==> src/rtl/bp_mem_concentrator_rr.sv <==
// N-to-1 wormhole command concentrator with round-robin packet arbitration,
// plus a cid-steered response demux that drops packets addressed to absent channels.
module bp_mem_concentrator_rr #(
  parameter int flit_width_p = 64,
  parameter int len_width_p  = 4,
  parameter int cid_width_p  = 3,
  parameter int cord_width_p = 8,
  parameter int num_in_p     = 4,
  parameter int fifo_els_p   = 2
) (
  input  logic                             clk_i,
  input  logic                             reset_n_i,
  input  logic [num_in_p*flit_width_p-1:0] cmd_data_i,
  input  logic [num_in_p-1:0]              cmd_v_i,
  output logic [num_in_p-1:0]              cmd_ready_and_o,
  output logic [flit_width_p-1:0]          conc_cmd_data_o,
  output logic                             conc_cmd_v_o,
  input  logic                             conc_cmd_ready_and_i,
  input  logic [flit_width_p-1:0]          conc_resp_data_i,
  input  logic                             conc_resp_v_i,
  output logic                             conc_resp_ready_and_o,
  output logic [num_in_p*flit_width_p-1:0] resp_data_o,
  output logic [num_in_p-1:0]              resp_v_o,
  input  logic [num_in_p-1:0]              resp_ready_and_i,
  output logic                             bad_cid_o
);

  localparam int idx_w_lp   = (num_in_p > 1) ? $clog2(num_in_p) : 1;
  localparam int ptr_w_lp   = $clog2(fifo_els_p);
  localparam int cnt_w_lp   = $clog2(fifo_els_p + 1);
  localparam int len_lsb_lp = cord_width_p;
  localparam int cid_lsb_lp = cord_width_p + len_width_p;

  logic [flit_width_p-1:0] head_data [num_in_p];
  logic [num_in_p-1:0]     head_v;
  logic [num_in_p-1:0]     deq;

  for (genvar g = 0; g < num_in_p; g++) begin : g_fifo
    logic [flit_width_p-1:0] mem_q [fifo_els_p];
    logic [ptr_w_lp-1:0]     rptr_q, wptr_q;
    logic [cnt_w_lp-1:0]     cnt_q;
    logic                    enq;

    assign cmd_ready_and_o[g] = reset_n_i & (cnt_q != cnt_w_lp'(fifo_els_p));
    assign enq                = cmd_v_i[g] & cmd_ready_and_o[g];
    assign head_v[g]          = (cnt_q != '0);
    assign head_data[g]       = mem_q[rptr_q];

    always_ff @(posedge clk_i or negedge reset_n_i) begin
      if (!reset_n_i) begin
        rptr_q <= '0;
        wptr_q <= '0;
        cnt_q  <= '0;
      end else begin
        if (enq)
          wptr_q <= (wptr_q == ptr_w_lp'(fifo_els_p - 1)) ? '0 : wptr_q + 1'b1;
        if (deq[g])
          rptr_q <= (rptr_q == ptr_w_lp'(fifo_els_p - 1)) ? '0 : rptr_q + 1'b1;
        if (enq && !deq[g])
          cnt_q <= cnt_q + 1'b1;
        else if (!enq && deq[g])
          cnt_q <= cnt_q - 1'b1;
      end
    end

    // Storage carries no reset; occupancy alone defines what is valid.
    always_ff @(posedge clk_i) begin
      if (enq)
        mem_q[wptr_q] <= cmd_data_i[g*flit_width_p +: flit_width_p];
    end
  end

  typedef enum logic {CMD_IDLE, CMD_LOCKED} cmd_state_e;

  cmd_state_e              cmd_state_q, cmd_state_d;
  logic [idx_w_lp-1:0]     gnt_q, gnt_d, rr_q, rr_d;
  logic [idx_w_lp-1:0]     sel_idx, cand, cur_gnt;
  logic [len_width_p-1:0]  cmd_cnt_q, cmd_cnt_d, cmd_len;
  logic                    hold_q, hold_d, sel_found, cmd_fire;

  // Scan downward from the farthest candidate so the one nearest rr_q wins.
  always_comb begin : rr_pick
    sel_found = 1'b0;
    sel_idx   = rr_q;
    cand      = rr_q;
    for (int k = num_in_p - 1; k >= 0; k--) begin
      cand = idx_w_lp'((int'(rr_q) + k) % num_in_p);
      if (head_v[cand]) begin
        sel_found = 1'b1;
        sel_idx   = cand;
      end
    end
  end

  always_ff @(posedge clk_i or negedge reset_n_i) begin
    if (!reset_n_i) begin
      cmd_state_q <= CMD_IDLE;
      gnt_q       <= '0;
      rr_q        <= '0;
      cmd_cnt_q   <= '0;
      hold_q      <= 1'b0;
    end else begin
      cmd_state_q <= cmd_state_d;
      gnt_q       <= gnt_d;
      rr_q        <= rr_d;
      cmd_cnt_q   <= cmd_cnt_d;
      hold_q      <= hold_d;
    end
  end

  // hold_q pins a stalled header's grant so a newly valid channel cannot steal it.
  always_comb begin : cmd_out
    cur_gnt      = sel_idx;
    conc_cmd_v_o = sel_found;
    if (cmd_state_q == CMD_LOCKED || hold_q) begin
      cur_gnt      = gnt_q;
      conc_cmd_v_o = head_v[gnt_q];
    end
    conc_cmd_data_o = head_data[cur_gnt];
    deq             = '0;
    deq[cur_gnt]    = conc_cmd_v_o & conc_cmd_ready_and_i;
  end

  assign cmd_fire = conc_cmd_v_o & conc_cmd_ready_and_i;
  assign cmd_len  = conc_cmd_data_o[len_lsb_lp +: len_width_p];

  always_comb begin : cmd_next
    cmd_state_d = cmd_state_q;
    gnt_d       = gnt_q;
    rr_d        = rr_q;
    cmd_cnt_d   = cmd_cnt_q;
    hold_d      = hold_q;
    case (cmd_state_q)
      CMD_IDLE: begin
        if (cmd_fire) begin
          hold_d = 1'b0;
          rr_d   = (cur_gnt == idx_w_lp'(num_in_p - 1)) ? '0 : cur_gnt + 1'b1;
          if (cmd_len != '0) begin
            cmd_state_d = CMD_LOCKED;
            gnt_d       = cur_gnt;
            cmd_cnt_d   = cmd_len;
          end
        end else if (conc_cmd_v_o) begin
          hold_d = 1'b1;
          gnt_d  = cur_gnt;
        end
      end
      CMD_LOCKED: begin
        if (cmd_fire) begin
          cmd_cnt_d = cmd_cnt_q - 1'b1;
          if (cmd_cnt_q == len_width_p'(1))
            cmd_state_d = CMD_IDLE;
        end
      end
      default: cmd_state_d = CMD_IDLE;
    endcase
  end

  typedef enum logic [1:0] {RESP_IDLE, RESP_FWD, RESP_DROP} resp_state_e;

  resp_state_e             resp_state_q, resp_state_d;
  logic [cid_width_p-1:0]  tgt_q, tgt_d, resp_cid;
  logic [len_width_p-1:0]  resp_cnt_q, resp_cnt_d, resp_len;
  logic                    bad_q, bad_d, cid_ok, resp_fire;

  assign resp_cid    = conc_resp_data_i[cid_lsb_lp +: cid_width_p];
  assign resp_len    = conc_resp_data_i[len_lsb_lp +: len_width_p];
  assign cid_ok      = ({1'b0, resp_cid} < (cid_width_p + 1)'(num_in_p));
  assign resp_fire   = conc_resp_v_i & conc_resp_ready_and_o;
  assign resp_data_o = {num_in_p{conc_resp_data_i}};
  assign bad_cid_o   = bad_q;

  always_ff @(posedge clk_i or negedge reset_n_i) begin
    if (!reset_n_i) begin
      resp_state_q <= RESP_IDLE;
      tgt_q        <= '0;
      resp_cnt_q   <= '0;
      bad_q        <= 1'b0;
    end else begin
      resp_state_q <= resp_state_d;
      tgt_q        <= tgt_d;
      resp_cnt_q   <= resp_cnt_d;
      bad_q        <= bad_d;
    end
  end

  always_comb begin : resp_next
    resp_state_d = resp_state_q;
    tgt_d        = tgt_q;
    resp_cnt_d   = resp_cnt_q;
    bad_d        = bad_q;
    case (resp_state_q)
      RESP_IDLE: begin
        if (resp_fire) begin
          if (!cid_ok)
            bad_d = 1'b1;
          if (resp_len != '0) begin
            resp_cnt_d   = resp_len;
            tgt_d        = resp_cid;
            resp_state_d = cid_ok ? RESP_FWD : RESP_DROP;
          end
        end
      end
      RESP_FWD, RESP_DROP: begin
        if (resp_fire) begin
          resp_cnt_d = resp_cnt_q - 1'b1;
          if (resp_cnt_q == len_width_p'(1))
            resp_state_d = RESP_IDLE;
        end
      end
      default: resp_state_d = RESP_IDLE;
    endcase
  end

  always_comb begin : resp_out
    resp_v_o              = '0;
    conc_resp_ready_and_o = 1'b0;
    for (int i = 0; i < num_in_p; i++) begin
      if ((resp_state_q == RESP_IDLE && resp_cid == cid_width_p'(i)) ||
          (resp_state_q == RESP_FWD  && tgt_q    == cid_width_p'(i))) begin
        resp_v_o[i]           = conc_resp_v_i;
        conc_resp_ready_and_o = resp_ready_and_i[i];
      end
    end
    if (resp_state_q == RESP_DROP || (resp_state_q == RESP_IDLE && !cid_ok))
      conc_resp_ready_and_o = 1'b1;
    if (!reset_n_i) begin
      resp_v_o              = '0;
      conc_resp_ready_and_o = 1'b0;
    end
  end

endmodule
==> config.mk <==
export PLATFORM = sky130hd
export DESIGN_NAME = bp_mem_concentrator_rr
export DESIGN_NICKNAME = d
export VERILOG_FILES = /design/src/rtl/bp_mem_concentrator_rr.sv
export SDC_FILE = /design/constraint.sdc
export NUM_CORES = 1
export LEC_CHECK = 0
export ABC_AREA = 1
export BUFFER_PORTS_ARGS = -buffer_cell sky130_fd_sc_hd__clkbuf_2
export CAP_MARGIN = 10
export CORE_AREA = 2 2 266 268
export CTS_BUF_LIST = sky130_fd_sc_hd__clkbuf_4 sky130_fd_sc_hd__clkbuf_8
export DETAILED_ROUTE_END_ITERATION = 10
export DIE_AREA = 0 0 268 270
export RECOVER_POWER = 50
export SKIP_CTS_REPAIR_TIMING = 1
export SYNTH_ARGS = -nofsm -noshare
export SYNTH_HDL_FRONTEND = slang
export SYNTH_SLANG_ARGS = --single-unit
==> constraint.sdc <==
create_clock -name clk_i -period 4.15 [get_ports clk_i]
set_input_delay 0.83 -clock clk_i [delete_from_list [all_inputs] [get_ports clk_i]]
set_output_delay 0.83 -clock clk_i [all_outputs]
set_load 0.03 [all_outputs]
==> results of run 1 <==
-- cells in the final DEF (no fill, tap or decap), types with 3 or more instances in the layout --
master        n
nand3_2       6
nand2_1     240
nand2_2      13
clkinv_1     18
clkbuf_16     4
dfrtp_4       4
a31oi_1      59
buf_12       20
o21ai_0     166
nor2_2        5
nor2_1      372
o22ai_1       5
nor2_4       12
clkbuf_4     42
clkinvlp_4    4
inv_1        53
xor2_1       10
buf_2        15
clkbuf_2    148
nand3_1      23
bufinv_16     5
clkbuf_1    205
buf_4        38
diode_2       5
dfrtp_1      31
clkinv_2      8
a32o_1       54
clkbuf_8     95
inv_8         3
xnor2_1       9
buf_16        4
edfxtp_1    512
o21ai_1      39
ha_1         15
a32o_2        6
a21oi_1      16
nand3b_1      5
nand2_4       3
-- area by class of cell --
class | instances | area [µm²] | share of cell area [%]
Clock buffer | 131 | 1580 | 5.70
Sequential cell | 548 | 16300 | 58.8
Timing Repair inverter | 3 | 31.3 | 0.113
Timing Repair Buffer | 443 | 2570 | 9.27
Antenna cell | 5 | 12.5 | 0.0452
Multi-Input combinational cell | 1078 | 5470 | 19.8
Inverter | 62 | 290 | 1.05
Tap cell | 940 | 1180 | 4.25
Clock inverter | 32 | 278 | 1.00
-- layer usage --
| metal | vias up | global-route usage [%] | wire length, µm |
|---|---|---|---|
| li1 | 7312 | - | - |
| met1 | 8153 | 25.0 | 30600 |
| met2 | 976 | 38.4 | 43600 |
| met3 | 149 | 7.08 | 8400 |
| met4 | 26 | 6.82 | 2540 |
| met5 | - | 1.42 | 287 |
-- per-stage QoR --
stage	area (µm²)	utilization, %	hold slack, ns	TNS, ns	cells
floorplan	24200	-	0.442	-365.89	2040
global placement	25600	36.8	0.455	0	3046
detailed placement	25600	36.8	0.482	0	3046
CTS	27400	39.4	0.262	-16.65	3209
global route	27700	39.8	0.273	-3.14	3240
finish	27700	39.8	0.324	0	3242
-- power by group --
| part | switching, mW | internal [mW] |
|---|---|---|
| sequential | 0.443 | 6.95 |
| combinational | 7.34 | 3.24 |
| clock | 2.18 | 2.70 |
| total | 9.96 | 12.9 |
-- worst paths after layout --
| path | slack [ns] | from | endpoint | cells after the start |
|---|---|---|---|---|
| max | 0.10 | rr_q[1] | conc_cmd_data_o[62] | 13 |
| min | 0.32 | cmd_data_i[89] | g_fifo[1].mem_q[0][25] | 1 |
| max reg2reg | 1.06 | rr_q[1] | g_fifo[0].cnt_q[1] | 14 |
| min reg2reg | 0.50 | cmd_cnt_q[1] | cmd_cnt_q[1] | 2 |
| max in group asynchronous | 3.29 | reset_n_i | g_fifo[1].rptr_q | 2 |
| min in group asynchronous | 0.41 | reset_n_i | cmd_cnt_q[2] | 2 |
-- kinds of logic after synthesis --
kind of cell	share of synthesized area, %
flops	67.3
fa+ha+maj	0.776
buf+inv	10.7
simple gates	11.4
xor+xnor	0.688
compound gates	9.13
-- flip-flops by register name, indices dropped and copies added, names as in the netlist --
register,flops
g_fifo.wptr_q,4
hold_q,1
gnt_q,2
bad_cid_o,1
g_fifo.rptr_q,4
tgt_q,3
cmd_cnt_q,4
resp_state_q,2
cmd_state_q,1
rr_q,2
resp_cnt_q,4
g_fifo.mem_q,512
g_fifo.cnt_q,8
==> reports/qor.yml, run 1 <==
global_route:
  antenna_found_initial: 20
  grt_pass1_wl_um: 113000
  grt_pass1_vias: 16200
  grt_max_degree: 131
  grt_usage_pct: 21.9
  grt_overflow_total: 0
setup_path:
  cpMostUsedCell: "nand2_2"
  critPathMaxStageDelay_ns: 0.45
  crit_buf_inv: 3
  arrival_ns: 3.22
  crit_required_ns: 3.32
  crit_type: "flip-flop to output pin"
  cp_slowest_cell: "dfrtp_1"
  cp-end-kind: "output pin"
  critPathMaxFanout: 8
  critPathLaunchType: "flip-flop"
  crit_chain: "xnor2_1 > nor2_1 > nor2_2 > o21ai_4 > nand2_2 > nand2_2 > nand3_4 > nand2_8 > buf_12 > clkbuf_16 > a31oi_1 > a32o_1 > clkbuf_2"
  cp_top_family: "simple AND/OR/NAND/NOR gates"
route:
  routedWlPerCell_um: 26.3
  drc: 0
  vias: 16600
  final_antenna_net_count: 0
  first_iter_violations: 1392
  drt-total-wl_um: 85400
  viasPerCell: 5.13
  dr.pass1.iters: 5
clock_tree:
  cts_root_buffer: "clkbuf_8"
  clk_pin_slew_ns: 0.06
  clock_path_buffers: 3
  numClockSinks: 548
  insertion_delay_ns: 0.70
  cts_tree: "built"
  cts_buffers: 92
  cts-htree-levels: 3
yosys:
  yosysWarningCount: 0
  ys_top_cells_by_count: "512 x edfxtp_1, 385 x nor2_1, 257 x buf_4"
  synth_top_cell_by_area: "edfxtp_1"
  synthCells: 2040
  synth_area_leaders: "edfxtp_1 64%, buf_4 8.0%, nor2_1 6.0%"
  synth_cell_types: 42
  synth_area_mm2: 0.0242
  ys_seq_area_share_pct: 67.3
  synth_top_cell_area_share_pct: 63.6
  async_flop_share_pct: 6.57
  synth.net_count: 2387
  ys_seq_elements: 548
  synth_edf_count: 512
  avgSynthCellArea_um2: 11.9
  yosys_most_used_dff: "edfxtp_1"
  yosysMostFrequentCell: "edfxtp_1"
layout:
  areaGrowthSynthToFinish_pct: 14.5
  nFillCells: 6649
  drive_gt1_share_pct: 19.8
  nets: 2575
place:
  place_congestion: 0.868
  numPortBuffers: 377
  dp_slack_ns: 0.397
  dp_hpwl_um: 55300
timing:
  slew_viol_final: 0
  fmax_mhz: 247
  worst_pin_slew_ns: 0.619
  skew_ns: 0.0488
  fin_ws_ns: 0.104
  fin_crit_ns: 4.05
  rsz0062_at_grt: "yes"
  setup_violations: 0
  slew_headroom_pct: 58.7
  layout_worst_path_cycle_share_pct: 97.5
  finalHoldViolCount: 0
power:
  p_leak_nw: 9.90
  p_total_mw: 22.9
  peakVddDrop_uv: 487
  power.density_mw_per_mm2: 825
min_path:
  min-delay-path-class: "input pin to flip-flop"
flow_run:
  drv_cap: 0
floorplanning:
  die_w_um: 268
  fp-row-count: 97
  die_h_um: 270
  core-area_mm2: 0.0695
  die_area_mm2: 0.0724
  start_util_pct: 34.8
  ios: 663
outcome:
  status: "finished, final reports clean"
Power figures use the tool's default switching activity.
==> run 2: changes to the inputs <==
PLACE_DENSITY = 0.68   (was default)
clock period = 3.7 ns   (was 4.15 ns; I/O delays follow)
==> reports/qor.yml, run 2 (same netlist as run 1, synthesis figures left out) <==
timing:
  skew_ns: 0.0460  # -0.00278 ns
  setup_violations: 64  # +64
  slew_viol_final: 0  # unchanged
  fin_ws_ns: -0.301  # -0.405 ns
  holdWs_ns: 0.159  # -0.165 ns
  fmax_mhz: 250
  layout_worst_path_cycle_share_pct: 108
  rsz0062_at_grt: "yes"
  worst_pin_slew_ns: 1.04  # +0.417 ns
  finalHoldViolCount: 0  # unchanged
  slew_headroom_pct: 30.9  # -28 points
  fin_crit_ns: 4.00
layout:
  stdcell_area_mm2: 0.0284  # +2.6%
  top_regs: "g_fifo.mem_q: 512 flops, g_fifo.cnt_q: 8 flops"
  finish.utilization_pct: 40.9  # +1.1 points
  final-seq-area_mm2: 0.0163  # about the same
  final_cell_mix: "512 x edfxtp_1, 370 x nor2_1, 233 x nand2_1"
  multi_input_area_mm2: 0.00581  # +6.2%
  drive_gt1_share_pct: 22.5  # +2.7 points
  nets: 2583  # +0.31%
  largest_reg_flops: 512  # unchanged
  final_common_cell: "edfxtp_1"
  layout.cells.non_filler: 3250  # +0.25%
  areaGrowthSynthToFinish_pct: 17.5
  nFillCells: 6481  # -2.5%
  top_register: "g_fifo.mem_q"
setup_path:
  critPathLaunchType: "flip-flop"
  crit_type: "flip-flop to output pin"
  cpMostUsedCell: "nand2_1"
  reg2reg_slack_ns: 0.50  # -0.56 ns
  critPathMaxFanout: 24  # +16
  crit_chain: "buf_6 > xor2_4 > nand2_2 > nand2_4 > nand2_1 > o211ai_1 > nand2_1 > nand2_1 > o21ai_4 > clkinv_4 > buf_4 > clkbuf_16 > a31oi_1 > a32o_1 > clkbuf_4"
  crit_required_ns: 2.96  # -0.36 ns
  cp_slowest_cell: "dfrtp_2"
  ff2ff_path_depth: 18  # +4
  worst-path-stages: 15  # +2
  critPathMaxStageDelay_ns: 0.49  # +0.04 ns
  cp-end-kind: "output pin"
  r2r-end: "g_fifo[2].cnt_q[1]"
  crit_path_start: "rr_q[0]"
  arrival_ns: 3.26  # +0.04 ns
  worstSetupEndpoint: "conc_cmd_data_o[61]"
  crit_buf_inv: 5  # +2
  r2r_start: "rr_q[0]"
  cp_top_family: "buffers and inverters"
floorplanning:
  core-area_mm2: 0.0695  # unchanged
  die_h_um: 270  # unchanged
  fp-row-count: 97  # unchanged
  ios: 663  # unchanged
  start_util_pct: 34.8  # unchanged
  die_area_mm2: 0.0724  # unchanged
  die_w_um: 268  # unchanged
clock_tree:
  clock_path_buffers: 3  # unchanged
  cts_root_buffer: "clkbuf_8"
  cts_tree: "built"
  cts-htree-levels: 3  # unchanged
  cts_buffers: 92  # unchanged
  numClockSinks: 548  # unchanged
  insertion_delay_ns: 0.69  # about the same
  clk_pin_slew_ns: 0.06  # about the same
place:
  numPortBuffers: 377  # unchanged
  placedCellCount: 3043  # -0.098%
  dp_hpwl_um: 55900  # +1.1%
  place_congestion: 0.894  # +3.0%
  placed_area_mm2: 0.0255  # -0.29%
  dp_slack_ns: 0.225  # -0.172 ns
power:
  p_comb_share_pct: 49.8  # +3.5 points
  p_switching_mw: 11.7  # +18%
  swShare_pct: 43.0  # -0.63 points
  peakVddDrop_uv: 773  # +59%
  p_int_mw: 15.6  # +21%
  p_leak_nw: 10.2  # +2.8%
  p_seq_share_pct: 30.1  # -2.3 points
  power.density_mw_per_mm2: 961  # +16%
  clkPwrFrac_pct: 20.1  # -1.2 points
route:
  viasPerCell: 5.21  # +1.6%
  drc: 0  # unchanged
  routedWlPerCell_um: 26.9  # +2.1%
  drt-total-wl_um: 87400  # +2.4%
  first_iter_violations: 1440  # +3.4%
  final_antenna_net_count: 0  # unchanged
  dr.pass1.iters: 5  # unchanged
  vias: 16900  # +1.8%
global_route:
  grt_max_degree: 65  # -50%
  antenna_found_initial: 22  # +10%
  grt_pass1_vias: 16600  # +2.6%
  grt_overflow_total: 0  # unchanged
  grt_pass1_wl_um: 115000  # +1.7%
  grt_usage_pct: 22.2  # +0.28 points
flow_run:
  drv_cap: 0  # unchanged
outcome:
  failed_checks: "negative setup slack"
  status: "finished with violations"
min_path:
  min-delay-path-class: "input pin to async pin"
==> run 2: cell count changes in the layout (fill, tap and decap cells not counted), sizes merged <==
cell,delta
buf,+35
bufinv,+1
clkinvlp,-3
diode,+3
clkbuf,-39
inv,-2
clkinv,+14
nand2,-1
==> run 2: cell type report <==
cell class	count	area share, %
Antenna cell	8	0.0704
Tap cell	940	4.14
Timing Repair Buffer	455	10.6
Sequential cell	548	57.3
Clock buffer	115	5.06
Clock inverter	45	1.43
Multi-Input combinational cell	1077	20.4
Inverter	62	0.955
==> run 2: worst register-to-register path, delay by kind of cell (launching register included) <==
family / cells / cell delay [ns]
xor+xnor: 1 / 0.14
compound gates: 3 / 0.41
fa+ha+maj: 2 / 0.51
buf+inv: 4 / 0.62
flops: 1 / 0.48
simple gates: 8 / 0.94
==> run 2: stage by stage <==
stage	total power, mW	setup TNS [ns]
4_1_cts	24.6	-31.45
5_1_grt	28.5	-26.03
6_report	27.3	-15.43
2_1_floorplan	15.6	-14.99
3_3_place_gp	18.8	0
3_5_place_dp	19.1	0
==> run 2: power groups by stage <==
stage	clock [mW]	combinational [mW]	sequential, mW
after floorplan	0	7.42	8.17
after global placement	0	10.6	8.26
after detailed placement	0	10.8	8.30
after CTS	5.60	10.9	8.18
after global routing	5.86	14.3	8.28
final	5.50	13.6	8.21
==> run 2: layer usage <==
| metal | track usage [%] | wire (µm) | share of wire [%] |
|---|---|---|---|
| met3 | 8.34 | 10200 | 12 |
| met4 | 9.13 | 3620 | 4.1 |
| met5 | 1.49 | 333 | 0.38 |
| met2 | 38.6 | 43900 | 50 |
| met1 | 23.9 | 29300 | 34 |
==> run 2: worst min-delay path by stage <==
stage,cells past startpoint,slack [ns],end,start
after CTS,2,0.1,resp_state_q[1],reset_n_i
after global routing,2,0.18,cmd_cnt_q[1],reset_n_i
after global placement,2,0.46,cmd_cnt_q[1],cmd_cnt_q[1]
after floorplan,0,0.44,bad_cid_o,reset_n_i
final,2,0.16,cmd_cnt_q[1],reset_n_i
after detailed placement,1,0.47,bad_cid_o,bad_cid_o
